<file path="src/rtl/ch4_noise.sv">
// ch4_noise: APU channel-4 noise generator (divider, prescaler, 15/7-bit LFSR, envelope).
// Optional macro CH4_NOISE_ENV_EN builds the volume envelope; without it volume is fixed at restart.
`default_nettype none

module ch4_noise (
  input  logic        clk,
  input  logic        apu_reset,
  input  logic        ce_1m,
  input  logic        env_tick,
  input  logic [7:0]  ff21_q,
  input  logic [7:0]  ff22_q,
  input  logic        ch4_restart,
  input  logic        ch4_len_expire,
  output logic        ch4_active,
  output logic [3:0]  ch4_out,
  output logic [14:0] lfsr_q
);

  logic [14:0] lfsr_state_q;
  logic [14:0] lfsr_d;
  logic [7:0]  div_q;
  logic [13:0] presc_q;
  logic [3:0]  vol_q;
  logic        active_q;
  logic        active_d;

  logic        dac_on;
  logic        div_pulse;
  logic        shift_strobe;
  logic        fb;
  logic [7:0]  div_reload;
  logic [15:0] presc_cur;
  logic [15:0] presc_nxt;

`ifdef CH4_NOISE_ENV_EN
  logic [2:0]  env_cnt_q;
  logic [2:0]  env_per_q;
`else
  logic        unused_env;
  assign unused_env = ^{env_tick, ff21_q[2:0]};
`endif

  always_comb begin
    dac_on     = |ff21_q[7:3];
    div_reload = (ff22_q[2:0] == 3'd0) ? 8'd1 : {4'd0, ff22_q[2:0], 1'b0};
    div_pulse  = ce_1m && (div_q <= 8'd1);
    // Zero-extended to 16 bits so shift codes 14/15 select a constant 0 and never strobe.
    presc_cur    = {2'b00, presc_q};
    presc_nxt    = {2'b00, presc_q + 14'd1};
    shift_strobe = div_pulse && !presc_cur[ff22_q[7:4]] && presc_nxt[ff22_q[7:4]];
    fb     = lfsr_state_q[0] ^ lfsr_state_q[1];
    lfsr_d = {fb, lfsr_state_q[14:1]};
    if (ff22_q[3]) begin
      lfsr_d[6] = fb;
    end
    active_d = active_q && !ch4_len_expire && dac_on;
  end

  always_ff @(posedge clk or posedge apu_reset) begin
    if (apu_reset) begin
      lfsr_state_q <= 15'd0;
      div_q        <= 8'd0;
      presc_q      <= 14'd0;
      vol_q        <= 4'd0;
      active_q     <= 1'b0;
`ifdef CH4_NOISE_ENV_EN
      env_cnt_q    <= 3'd0;
      env_per_q    <= 3'd0;
`endif
    end else if (ch4_restart) begin
      lfsr_state_q <= 15'h7FFF;
      div_q        <= div_reload;
      presc_q      <= 14'd0;
      vol_q        <= ff21_q[7:4];
      active_q     <= dac_on;
`ifdef CH4_NOISE_ENV_EN
      env_cnt_q    <= ff21_q[2:0];
      env_per_q    <= ff21_q[2:0];
`endif
    end else begin
      active_q <= active_d;
      if (ce_1m) begin
        div_q <= div_pulse ? div_reload : div_q - 8'd1;
      end
      if (div_pulse) begin
        presc_q <= presc_q + 14'd1;
      end
      if (shift_strobe && active_q) begin
        lfsr_state_q <= lfsr_d;
      end
`ifdef CH4_NOISE_ENV_EN
      // Period and direction are re-sampled from NR42 at each reload.
      if (env_tick && (env_per_q != 3'd0)) begin
        if (env_cnt_q <= 3'd1) begin
          env_cnt_q <= ff21_q[2:0];
          env_per_q <= ff21_q[2:0];
          if (ff21_q[3] && (vol_q != 4'hF)) begin
            vol_q <= vol_q + 4'd1;
          end else if (!ff21_q[3] && (vol_q != 4'h0)) begin
            vol_q <= vol_q - 4'd1;
          end
        end else begin
          env_cnt_q <= env_cnt_q - 3'd1;
        end
      end
`endif
    end
  end

  assign ch4_active = active_q;
  assign lfsr_q     = lfsr_state_q;
  assign ch4_out    = (active_q && !lfsr_state_q[0]) ? vol_q : 4'd0;

endmodule

`default_nettype wire

</file>
<file path="config.mk">
export PLATFORM = sky130hd
export DESIGN_NAME = ch4_noise
export DESIGN_NICKNAME = d
export VERILOG_FILES = /design/src/rtl/ch4_noise.sv
export SDC_FILE = /design/constraint.sdc
export NUM_CORES = 1
export LEC_CHECK = 0
export CAP_MARGIN = 25
export CORE_UTILIZATION = 48
export CTS_CLUSTER_DIAMETER = 150
export DETAILED_ROUTE_END_ITERATION = 10
export PLACE_DENSITY = 0.76
export SETUP_SLACK_MARGIN = 0.3
export SLEW_MARGIN = 20
export SYNTH_ARGS = -nofsm -noshare
export SYNTH_HDL_FRONTEND = slang
export SYNTH_SLANG_ARGS = --single-unit
export TNS_END_PERCENT = 1
</file>
<file path="constraint.sdc">
create_clock -name clk -period 2.6 [get_ports clk]
set_input_delay 0.52 -clock clk [delete_from_list [all_inputs] [get_ports clk]]
set_output_delay 0.52 -clock clk [all_outputs]
set_load 0.02 [all_outputs]
</file>
==> results of run 1 <==
## cells by family (layout without fill, tap and decap cells)
group | after synthesis | count (layout) | share of synthesized area, %
AND/OR/NAND/NOR | 108 | 108 | 20.94
AO/OA/AOI/OAI | 49 | 49 | 13.70
flip-flops | 42 | 42 | 40.52
buffers and inverters | 35 | 82 | 6.657
multiplexers | 25 | 25 | 11.34
XOR/XNOR | 16 | 16 | 5.403
adder cells (fa/ha/maj) | 3 | 3 | 1.447
## flip-flops by register name, summed over array words and instances, names as in the netlist
name	cells
div_q	8
vol_q	4
ch4_active	1
lfsr_q	15
presc_q	14
## power breakdown
group          total (mW)  switching [mW]  internal [mW]
Sequential          0.696          0.0210          0.675
Combinational       0.219           0.115          0.105
Clock               0.439           0.225          0.213
Total                1.35           0.361          0.994
## final cells by class
class / instances / area share [%]
tap: 70 / 2.621
multi-input combinational: 201 / 43.43
sequential: 42 / 31.75
inverter: 14 / 1.572
clock inverter: 2 / 0.3744
clock buffer: 6 / 2.471
timing repair buffer: 60 / 17.78
## worst max path at each step
stage          startpoint          to  slack [ns]  depth (start not counted)
2_1_floorplan   ff22_q[4]   lfsr_q[1]        0.30                          8
3_3_place_gp    ff22_q[4]   lfsr_q[2]       -0.09                          8
3_5_place_dp    ff22_q[4]  lfsr_q[11]       -0.21                          9
4_1_cts        presc_q[0]  lfsr_q[11]        0.27                          9
5_1_grt        presc_q[0]   lfsr_q[6]        0.17                          9
6_report       presc_q[0]  lfsr_q[11]        0.28                          9
## layer usage
metal	global-route usage, %	routed length, µm	vias up
li1	-	-	1074
met1	30.31	2567	1067
met2	39.29	3017	66
met3	4.894	313	5
met4	5.556	43	0
met5	0	0	-
## repair_timing
action / CTS / global route
pin swaps: 5 / 10
setup endpoints to repair: 15 / 19
gates resized for setup: 16 / 13
setup buffers: 4 / 0
gates cloned: 2 / 0
## critical path, stage by stage (launching register included)
cell	delay, ns
dfrtp_1	0.41
ha_4	0.19
nand3_4	0.09
or4_4	0.53
a32oi_2	0.20
a211oi_2	0.12
a211oi_4	0.21
buf_6	0.16
buf_12	0.13
mux2i_1	0.20
## stage by stage
step | utilization, % | TNS [ns] | cell area (µm²) | instances | hold WS [ns]
2_1_floorplan | - | 0 | 2608 | 278 | 0.4721
3_3_place_gp | 60.27 | -1.147 | 3098 | 381 | 0.4843
3_5_place_dp | 60.27 | -2.379 | 3098 | 381 | 0.4873
4_1_cts | 64.17 | 0 | 3298 | 395 | 0.5054
5_1_grt | 65.02 | 0 | 3342 | 395 | 0.5295
6_report | 65.02 | 0 | 3342 | 395 | 0.4999
## synth_stat cells, types with 3 or more instances
| master | number | area [µm²] |
|---|---|---|
| nor3_1 | 13 | 65.06 |
| mux2_2 | 4 | 45.04 |
| nor3b_1 | 3 | 22.52 |
| nand4_1 | 7 | 43.79 |
| buf_4 | 4 | 30.03 |
| clkbuf_1 | 9 | 33.78 |
| mux2i_1 | 17 | 170.2 |
| dfrtp_1 | 42 | 1051 |
| a211oi_1 | 3 | 22.52 |
| a41oi_1 | 3 | 26.28 |
| and2_1 | 6 | 37.54 |
| nand2_1 | 13 | 48.80 |
| xor2_1 | 6 | 52.55 |
| and3_1 | 3 | 18.77 |
| o311ai_1 | 3 | 26.28 |
| o21ai_0 | 9 | 45.04 |
| nor2_1 | 40 | 150.1 |
| ha_1 | 3 | 37.54 |
| a21oi_1 | 13 | 65.06 |
| xnor2_1 | 10 | 87.58 |
| mux4_2 | 3 | 67.56 |
| nand3_1 | 7 | 35.03 |
| nor2b_1 | 3 | 18.77 |
| nand2b_1 | 4 | 25.02 |
| buf_2 | 6 | 30.03 |
| inv_1 | 14 | 52.55 |
==> out/results.tsv, run 1 <==
metric	value	unit
run_status	completed	
r2r_start	presc_q[0]	
ant_nets	0	
first_global_vias	2121	
min_period_over_period	89.35	%
ir_drop	0.0003554	V
hpwl	3996	µm
wl_per_cell	15.04	µm
ff2ff_setup_slack	0.28	ns
overflow	0	
gp_congestion	0.9118	
finalClockSkew	0.008012	ns
cp_max_fo	8	
report.final.setup_viol	0	
period_minus_slack	2.323	ns
cts_made_buffers	5	
cts_tree	built	
path_class	flop to flop	
coreArea	5140	µm²
mostFrequentLayoutCells	nor2_1 (40), clkdlybuf4s50_1 (35), dfrtp_1 (34)	
synthFlopType	dfrtp_1	
cts.clk_slew.worst_paths	0.08	ns
num_io_pins	42	
multi_input_area	1451	µm²
totalWireLength	5941	µm
arrival	2.54	ns
nNetsFinal	349	
syn_to_final_growth	28.85	%
clock_latency	0.29	ns
cts.sinks	42	
initial_core_util	50.46	%
worst_pin_slew	0.6292	ns
avgSynthCellArea	9.330	µm²
cp-start-kind	flop	
fmax	430.5	MHz
finalMaxSlewViolations	0	
num_vias	2212	
power.density	405.3	nW/µm²
synth_warnings	0	
synth_seq_cells	42	
dp_slack	-0.2067	ns
synth-seq-area-share	40.52	%
p_leak	1.240	nW
grt_usage	23.09	%
die_y	75.51	µm
ctsHtreeMaxLevel	2	
seq_area	1061	µm²
die_x	75.51	µm
synth_cell_types	51	
cts_max_path_buffers	2	
grt_max_degree	43	
drt_iter0_markers	186	
row_count	26	
postCtsHoldBufs	0	
syn_nets	303	
slew-limit-headroom	57.92	%
rr_worst_depth	9	
root_buffer	clkbuf_8	
async_reset_ff_share	100.0	%
rsz0062_at_grt	yes	
fillCellCount	437	
holdPathEnd	vol_q[2]	
dr.pass1.iters	4	
maxCapViolCount	0	
synth_edf_count	0	
netlist_area	2594	µm²
grt_pass1_wl	9846	µm
post_drt_via_cell_ratio	5.600	
hold_start	vol_q[2]	
die-area	5702	µm²
layout-drive-gt1-share	20.62	%
setup_ws	0.2769	ns
r2r-end	lfsr_q[11]	
total_power	1.354	mW
syn_inst	278	
drcViolationCount	0	
io_buffers	37	
hold_viol	0	
hp-class	flop to flop	
hold_path_depth	1	
antenna_found_initial	0	
final_common_cell	nor2_1	
diodes	0	
worstPathRequired	2.81	ns
critPathCaptureType	flop	
No activity file was read; power rests on OpenSTA's default activity.
==> run 2, diff against run 1 <==
--- a/config.mk
+++ b/config.mk
@@ -6,11 +6,12 @@
 export NUM_CORES = 1
 export LEC_CHECK = 0
 export CAP_MARGIN = 25
+export CORE_ASPECT_RATIO = 1.2
 export CORE_UTILIZATION = 48
 export CTS_CLUSTER_DIAMETER = 150
 export DETAILED_ROUTE_END_ITERATION = 10
 export PLACE_DENSITY = 0.76
-export SETUP_SLACK_MARGIN = 0.3
+export SETUP_SLACK_MARGIN = 0.4
 export SLEW_MARGIN = 20
 export SYNTH_ARGS = -nofsm -noshare
 export SYNTH_HDL_FRONTEND = slang
==> out/results.tsv, run 2 (synthesis results as in run 1) <==
metric	value	unit	change
r2r-end	lfsr_q[12]		was lfsr_q[11]
grt_max_degree	28		was 43
finalClockSkew	0.005498	ns	was 0.008012 ns
path_buf_inv	4		was 2
cp_top_family	buffers and inverters		was simple AND/OR/NAND/NOR gates
slowest_delay	0.52	ns	was 0.53 ns
grt_pass1_wl	10490	µm	was 9846 µm
arrival	2.62	ns	was 2.54 ns
cts.clk_slew.worst_paths	0.08	ns	about the same
hp-class	flop to flop		unchanged
p_leak	1.265	nW	was 1.240 nW
ctsHtreeMaxLevel	2		unchanged
ir_drop	0.0003712	V	was 0.0003554 V
drcViolationCount	0		unchanged
wl_per_cell	15.87	µm	was 15.04 µm
cts_tree	built		unchanged
power.density	411.0	nW/µm²	was 405.3 nW/µm²
min_period_over_period	92.57	%	was 89.35%
gp_congestion	0.9492		was 0.9118
ant_nets	0		unchanged
row_count	28		was 26
diodes	0		unchanged
crit_path_frequent_cell	buf_6		
dpl.cell_count	372		was 381
syn_to_final_growth	28.03	%	was 28.85%
p_comb_share	16.5	%	was 16.2%
dr.pass1.iters	4		unchanged
cts_made_buffers	5		unchanged
maxCapViolCount	0		unchanged
clock_latency	0.29	ns	about the same
rr_worst_depth	7		was 9
antenna_found_initial	0		unchanged
cp_max_fo	7		was 8
rsz0062_at_grt	yes		unchanged
fin_area	3321	µm²	was 3342 µm²
die_y	82.53	µm	was 75.51 µm
fmax	415.5	MHz	was 430.5 MHz
internal_power	1.004	mW	was 993.6 µW
drt_iter0_markers	195		was 186
hpwl	4199	µm	was 3996 µm
ff2ff_setup_slack	0.21	ns	was 0.28 ns
die_x	69.11	µm	was 75.51 µm
num_io_pins	42		unchanged
largest_reg_flops	15		unchanged
hold_start	vol_q[0]		was vol_q[2]
cts_max_path_buffers	2		unchanged
root_buffer	clkbuf_8		unchanged
totalWireLength	6174	µm	was 5941 µm
period_minus_slack	2.407	ns	was 2.323 ns
initial_core_util	51.06	%	was 50.46%
hold_path_depth	1		unchanged
r2r_start	presc_q[3]		was presc_q[0]
io_buffers	37		unchanged
seq_power_share	51.0	%	was 51.4%
layout-drive-gt1-share	18.84	%	was 20.62%
coreArea	5080	µm²	was 5140 µm²
path_class	primary input to flop		was flop to flop
slew-limit-headroom	55.06	%	was 57.92%
mostFrequentLayoutCells	nor2_1 (40), dfrtp_1 (36), clkdlybuf4s50_1 (35)		was nor2_1 (40), clkdlybuf4s50_1 (35), dfrtp_1 (34)
cts.sinks	42		unchanged
slowest_stage	or4_4		unchanged
die-area	5703	µm²	was 5702 µm²
num_vias	2270		was 2212
hold_viol	0		unchanged
power.switching	360.6	µW	was 360.8 µW
worstPathRequired	2.82	ns	was 2.81 ns
grt_usage	23.14	%	was 23.09%
tns	0	ns	unchanged
overflow	0		unchanged
holdPathEnd	vol_q[0]		was vol_q[2]
report.final.setup_viol	0		unchanged
critPathCaptureType	flop		unchanged
final_cell_count_no_fill	389		was 395
final_common_cell	nor2_1		unchanged
run_status	completed		unchanged
worst_pin_slew	0.6734	ns	was 0.6292 ns
p_clk_share	32.4	%	about the same
cp-start-kind	primary input		was flop
placed_area	3093	µm²	was 3098 µm²
first_global_vias	2206		was 2121
nNetsFinal	353		was 349
post_drt_via_cell_ratio	5.835		was 5.600
switching_share	26.42	%	was 26.64%
worst_hold_slack	0.5008	ns	was 0.4999 ns
crit_chain	dlygate4sd2_1, buf_6, buf_6, or4_4, a32oi_2, a211oi_2, a211oi_4, bufbuf_16, mux2i_1		was ha_4, nand3_4, or4_4, a32oi_2, a211oi_2, a211oi_4, buf_6, buf_12, mux2i_1
finalMaxSlewViolations	0		unchanged
## run 2: cell types whose count changed in the layout (fill, tap and decap cells not counted), sizes merged
cell,previous run,this run
clkinv,1,0
clkbuf,6,7
inv,14,15
clkinvlp,1,0
buf,23,26
bufbuf,0,1
## run 2: power by group through the flow
stage	Sequential, mW	Combinational, mW	Clock [mW]
6_report	0.696	0.226	0.443
3_5_place_dp	0.709	0.212	0
3_3_place_gp	0.708	0.207	0
5_1_grt	0.700	0.249	0.483
2_1_floorplan	0.706	0.130	0
4_1_cts	0.696	0.226	0.458
## run 2: routing by layer
metal	part of all wire [%]	track usage, %
met5	0	0
met4	1.3	8.163
met3	6.5	4.490
met2	50	41.55
met1	42	27.98
## run 2: metrics by stage
| stage | setup WS (ns) | util, % | total power, mW |
|---|---|---|---|
| 3_5_place_dp | -0.1493 | 60.89 | 0.9216 |
| 5_1_grt | 0.1070 | 65.37 | 1.432 |
| 2_1_floorplan | 0.3271 | - | 0.8366 |
| 6_report | 0.1933 | 65.37 | 1.365 |
| 3_3_place_gp | -0.1233 | 60.89 | 0.9147 |
| 4_1_cts | 0.2383 | 65.34 | 1.381 |
## run 2: area by class of cell
class	instances	area, µm²
clock buffer	7	86.33
clock inverter	1	8.758
fill	421	1759
inverter	14	52.55
multi-input combinational	201	1411
sequential	42	1059
tap	60	75.07
timing repair buffer	64	628.1
## run 2: how the worst max path moves through the flow
stage	from	end	slack, ns	depth (start not counted)
floorplan	presc_q[1]	lfsr_q[1]	0.33	8
global placement	ff22_q[4]	lfsr_q[4]	-0.12	8
detailed placement	ff22_q[4]	lfsr_q[2]	-0.15	8
CTS	presc_q[0]	lfsr_q[2]	0.24	9
global route	presc_q[0]	lfsr_q[11]	0.11	9
finish	ff22_q[4]	lfsr_q[12]	0.19	9
## run 2: what timing repair did
item | CTS | global route
cloned | 1 | 0
setup endpoints to repair | 20 | 21
buffers inserted | 8 | 0
endpoints found under the hold margin | 0 | 0
hold buffers | 0 | 0
pin swaps | 5 | 0
gates resized for setup | 16 | 1
==> run 3, diff against run 2 <==
--- a/config.mk
+++ b/config.mk
@@ -6,11 +6,14 @@
 export NUM_CORES = 1
 export LEC_CHECK = 0
 export CAP_MARGIN = 25
+export CELL_PAD_IN_SITES_DETAIL_PLACEMENT = 1
+export CELL_PAD_IN_SITES_GLOBAL_PLACEMENT = 2
 export CORE_ASPECT_RATIO = 1.2
-export CORE_UTILIZATION = 48
+export CORE_UTILIZATION = 30
 export CTS_CLUSTER_DIAMETER = 150
 export DETAILED_ROUTE_END_ITERATION = 10
-export PLACE_DENSITY = 0.76
+export PLACE_DENSITY = 0.82
+export RECOVER_POWER = 100
 export SETUP_SLACK_MARGIN = 0.4
 export SLEW_MARGIN = 20
 export SYNTH_ARGS = -nofsm -noshare
==> out/results.tsv, run 3 (synthesis results as in run 1) <==
metric	value	unit	change
power.switching	381.0	µW	was 360.6 µW
crit_chain	nor2b_1, and2_1, dlygate4sd3_1		was dlygate4sd2_1, buf_6, buf_6, or4_4, a32oi_2, a211oi_2, a211oi_4, bufbuf_16, mux2i_1
r2r_start	presc_q[1]		was presc_q[3]
ff2ff_setup_slack	0.26	ns	was 0.21 ns
finalClockSkew	0.01097	ns	was 0.005498 ns
rr_worst_depth	9		was 7
grt_pass1_wl	12670	µm	was 10490 µm
drcViolationCount	0		unchanged
post_drt_via_cell_ratio	5.198		was 5.835
die_y	103.9	µm	was 82.53 µm
cp-start-kind	flop		was primary input
ant_nets	0		unchanged
postCtsHoldBufs	0		unchanged
internal_power	1.065	mW	was 1.004 mW
seq_area	1062	µm²	was 1059 µm²
fin_area	3440	µm²	was 3321 µm²
totalWireLength	7294	µm	was 6174 µm
layout-drive-gt1-share	21.15	%	was 18.84%
first_global_vias	2509		was 2206
gp_congestion	0.8279		was 0.9492
worst_pin_slew	0.7624	ns	was 0.6734 ns
cts.clk_slew.worst_paths	0.09	ns	was 0.08 ns
slew-limit-headroom	49.17	%	was 55.06%
rsz0062_at_grt	yes		unchanged
dr.pass1.iters	4		unchanged
r2r-end	lfsr_q[9]		was lfsr_q[12]
p_leak	1.239	nW	was 1.265 nW
cts_tree	built		unchanged
final_common_cell	nor2_1		unchanged
critical_path.endpoint	ch4_out[0]		was lfsr_q[12]
total_power	1.446	mW	was 1.365 mW
min_period_over_period	91.47	%	was 92.57%
power.density	420.3	nW/µm²	was 411.0 nW/µm²
hpwl	4935	µm	was 4199 µm
die_x	86.88	µm	was 69.11 µm
drt_iter0_markers	78		was 195
initial_core_util	31.47	%	was 51.06%
cts_max_path_buffers	2		unchanged
grt_max_degree	37		was 28
worstPathRequired	2.08	ns	was 2.82 ns
maxCapViolCount	0		unchanged
largest_reg_flops	15		unchanged
overflow	0		unchanged
arrival	1.86	ns	was 2.62 ns
p_clk_share	36.2	%	was 32.4%
die-area	9023	µm²	was 5703 µm²
clock_latency	0.30	ns	was 0.29 ns
period_minus_slack	2.378	ns	was 2.407 ns
diodes	0		unchanged
critPathCaptureType	primary output		was flop
syn_to_final_growth	32.61	%	was 28.03%
switching_share	26.36	%	was 26.42%
path_depth	3		was 9
placed_area	3173	µm²	was 3093 µm²
coreArea	8243	µm²	was 5080 µm²
grt_usage	17.79	%	was 23.14%
tns	0	ns	unchanged
ctsHtreeMaxLevel	2		unchanged
wl_per_cell	16.39	µm	was 15.87 µm
run_status	completed		unchanged
antenna_found_initial	0		unchanged
cts.sinks	42		unchanged
nNetsFinal	355		was 353
path_buf_inv	1		was 4
hold_viol	0		unchanged
ir_drop	0.0002203	V	was 0.0003712 V
slowest_delay	0.68	ns	was 0.52 ns
multi_input_area	1445	µm²	was 1411 µm²
row_count	36		was 28
report.final.setup_viol	0		unchanged
finalMaxSlewViolations	0		unchanged
seq_power_share	48.2	%	was 51.0%
cts_made_buffers	5		unchanged
cp_top_family	buffers and inverters		unchanged
fillCellCount	958		was 421
num_vias	2313		was 2270
mostFrequentLayoutCells	nor2_1 (40), dfrtp_1 (33), dlygate4sd3_1 (22)		was nor2_1 (40), dfrtp_1 (36), clkdlybuf4s50_1 (35)
root_buffer	clkbuf_8		unchanged
cp-startpoint	lfsr_q[0]		was ff22_q[4]
io_buffers	37		unchanged
slowest_stage	dlygate4sd3_1		was or4_4
num_io_pins	42		unchanged
path_class	flop to primary output		was primary input to flop
p_comb_share	15.5	%	was 16.5%
fmax	420.5	MHz	was 415.5 MHz
cp_max_fo	4		was 7
hp-class	flop to flop		unchanged
-- run 3: cell types whose count changed in the layout (fill, tap and decap cells not counted), moves of 2 or more --
cell and delta:
dfrtp_1 -3, clkinvlp_4 +2, dlygate4sd3_1 +22, clkbuf_2 +2, clkdlybuf4s50_1 -23, dfrtp_2 +3
-- run 3: timing repair --
item,in CTS,in global routing
resized for setup,24,9
gates cloned,2,0
buffers inserted,7,2
endpoints found under the setup margin,20,21
pin swaps,7,2
-- run 3: final cells by class --
cell class	count	area share (%)
Clock buffer	5	2.001
Multi-Input combinational cell	201	42.02
Clock inverter	3	1.310
Sequential cell	42	30.88
Timing Repair Buffer	66	18.12
Inverter	14	1.528
Tap cell	114	4.147
-- run 3: metal layers --
| metal | up-vias | GRT usage (%) | share of wire, % |
|---|---|---|---|
| li1 | 1095 | - | - |
| met1 | 1174 | 22.24 | 44 |
| met2 | 40 | 30.88 | 53 |
| met3 | 4 | 2.778 | 3.3 |
| met4 | 0 | 5.595 | 0.58 |
| met5 | - | 0 | 0 |
-- run 3: how the worst min path moves through the flow --
stage / startpoint / slack [ns] / cells after the start / to
2_1_floorplan: vol_q[0] / 0.47 / 1 / vol_q[0]
3_3_place_gp: vol_q[0] / 0.48 / 1 / vol_q[0]
3_5_place_dp: vol_q[2] / 0.49 / 1 / vol_q[2]
4_1_cts: vol_q[2] / 0.51 / 1 / vol_q[2]
5_1_grt: vol_q[0] / 0.53 / 1 / vol_q[0]
6_report: vol_q[0] / 0.51 / 1 / vol_q[0]
-- run 3: power groups by stage --
stage / Sequential, mW / Clock (mW) / Combinational [mW]
after floorplan: 0.706 / 0 / 0.130
after global placement: 0.710 / 0 / 0.211
after detailed placement: 0.712 / 0 / 0.218
after CTS: 0.697 / 0.543 / 0.234
after global routing: 0.702 / 0.568 / 0.251
final: 0.697 / 0.524 / 0.225
-- run 3: worst reg2reg max path, cell delays in order (launching register included) --
cell,delay (ns)
dfrtp_2,0.39
buf_4,0.16
nand4_1,0.25
o311a_1,0.46
nor3_2,0.14
a211oi_2,0.11
a211oi_4,0.28
buf_4,0.19
buf_16,0.13
mux2i_1,0.17
-- run 3: stage by stage --
| step | utilization, % | hold slack, ns | setup slack, ns | cells |
|---|---|---|---|---|
| after global placement | 38.49 | 0.4814 | -0.1172 | 426 |
| final | 41.73 | 0.5063 | 0.2217 | 445 |
| after floorplan | - | 0.4721 | 0.3271 | 278 |
| after detailed placement | 38.49 | 0.4897 | -0.2023 | 426 |
| after CTS | 41.76 | 0.5093 | 0.2480 | 443 |
| after global routing | 41.73 | 0.5327 | 0.09201 | 445 |
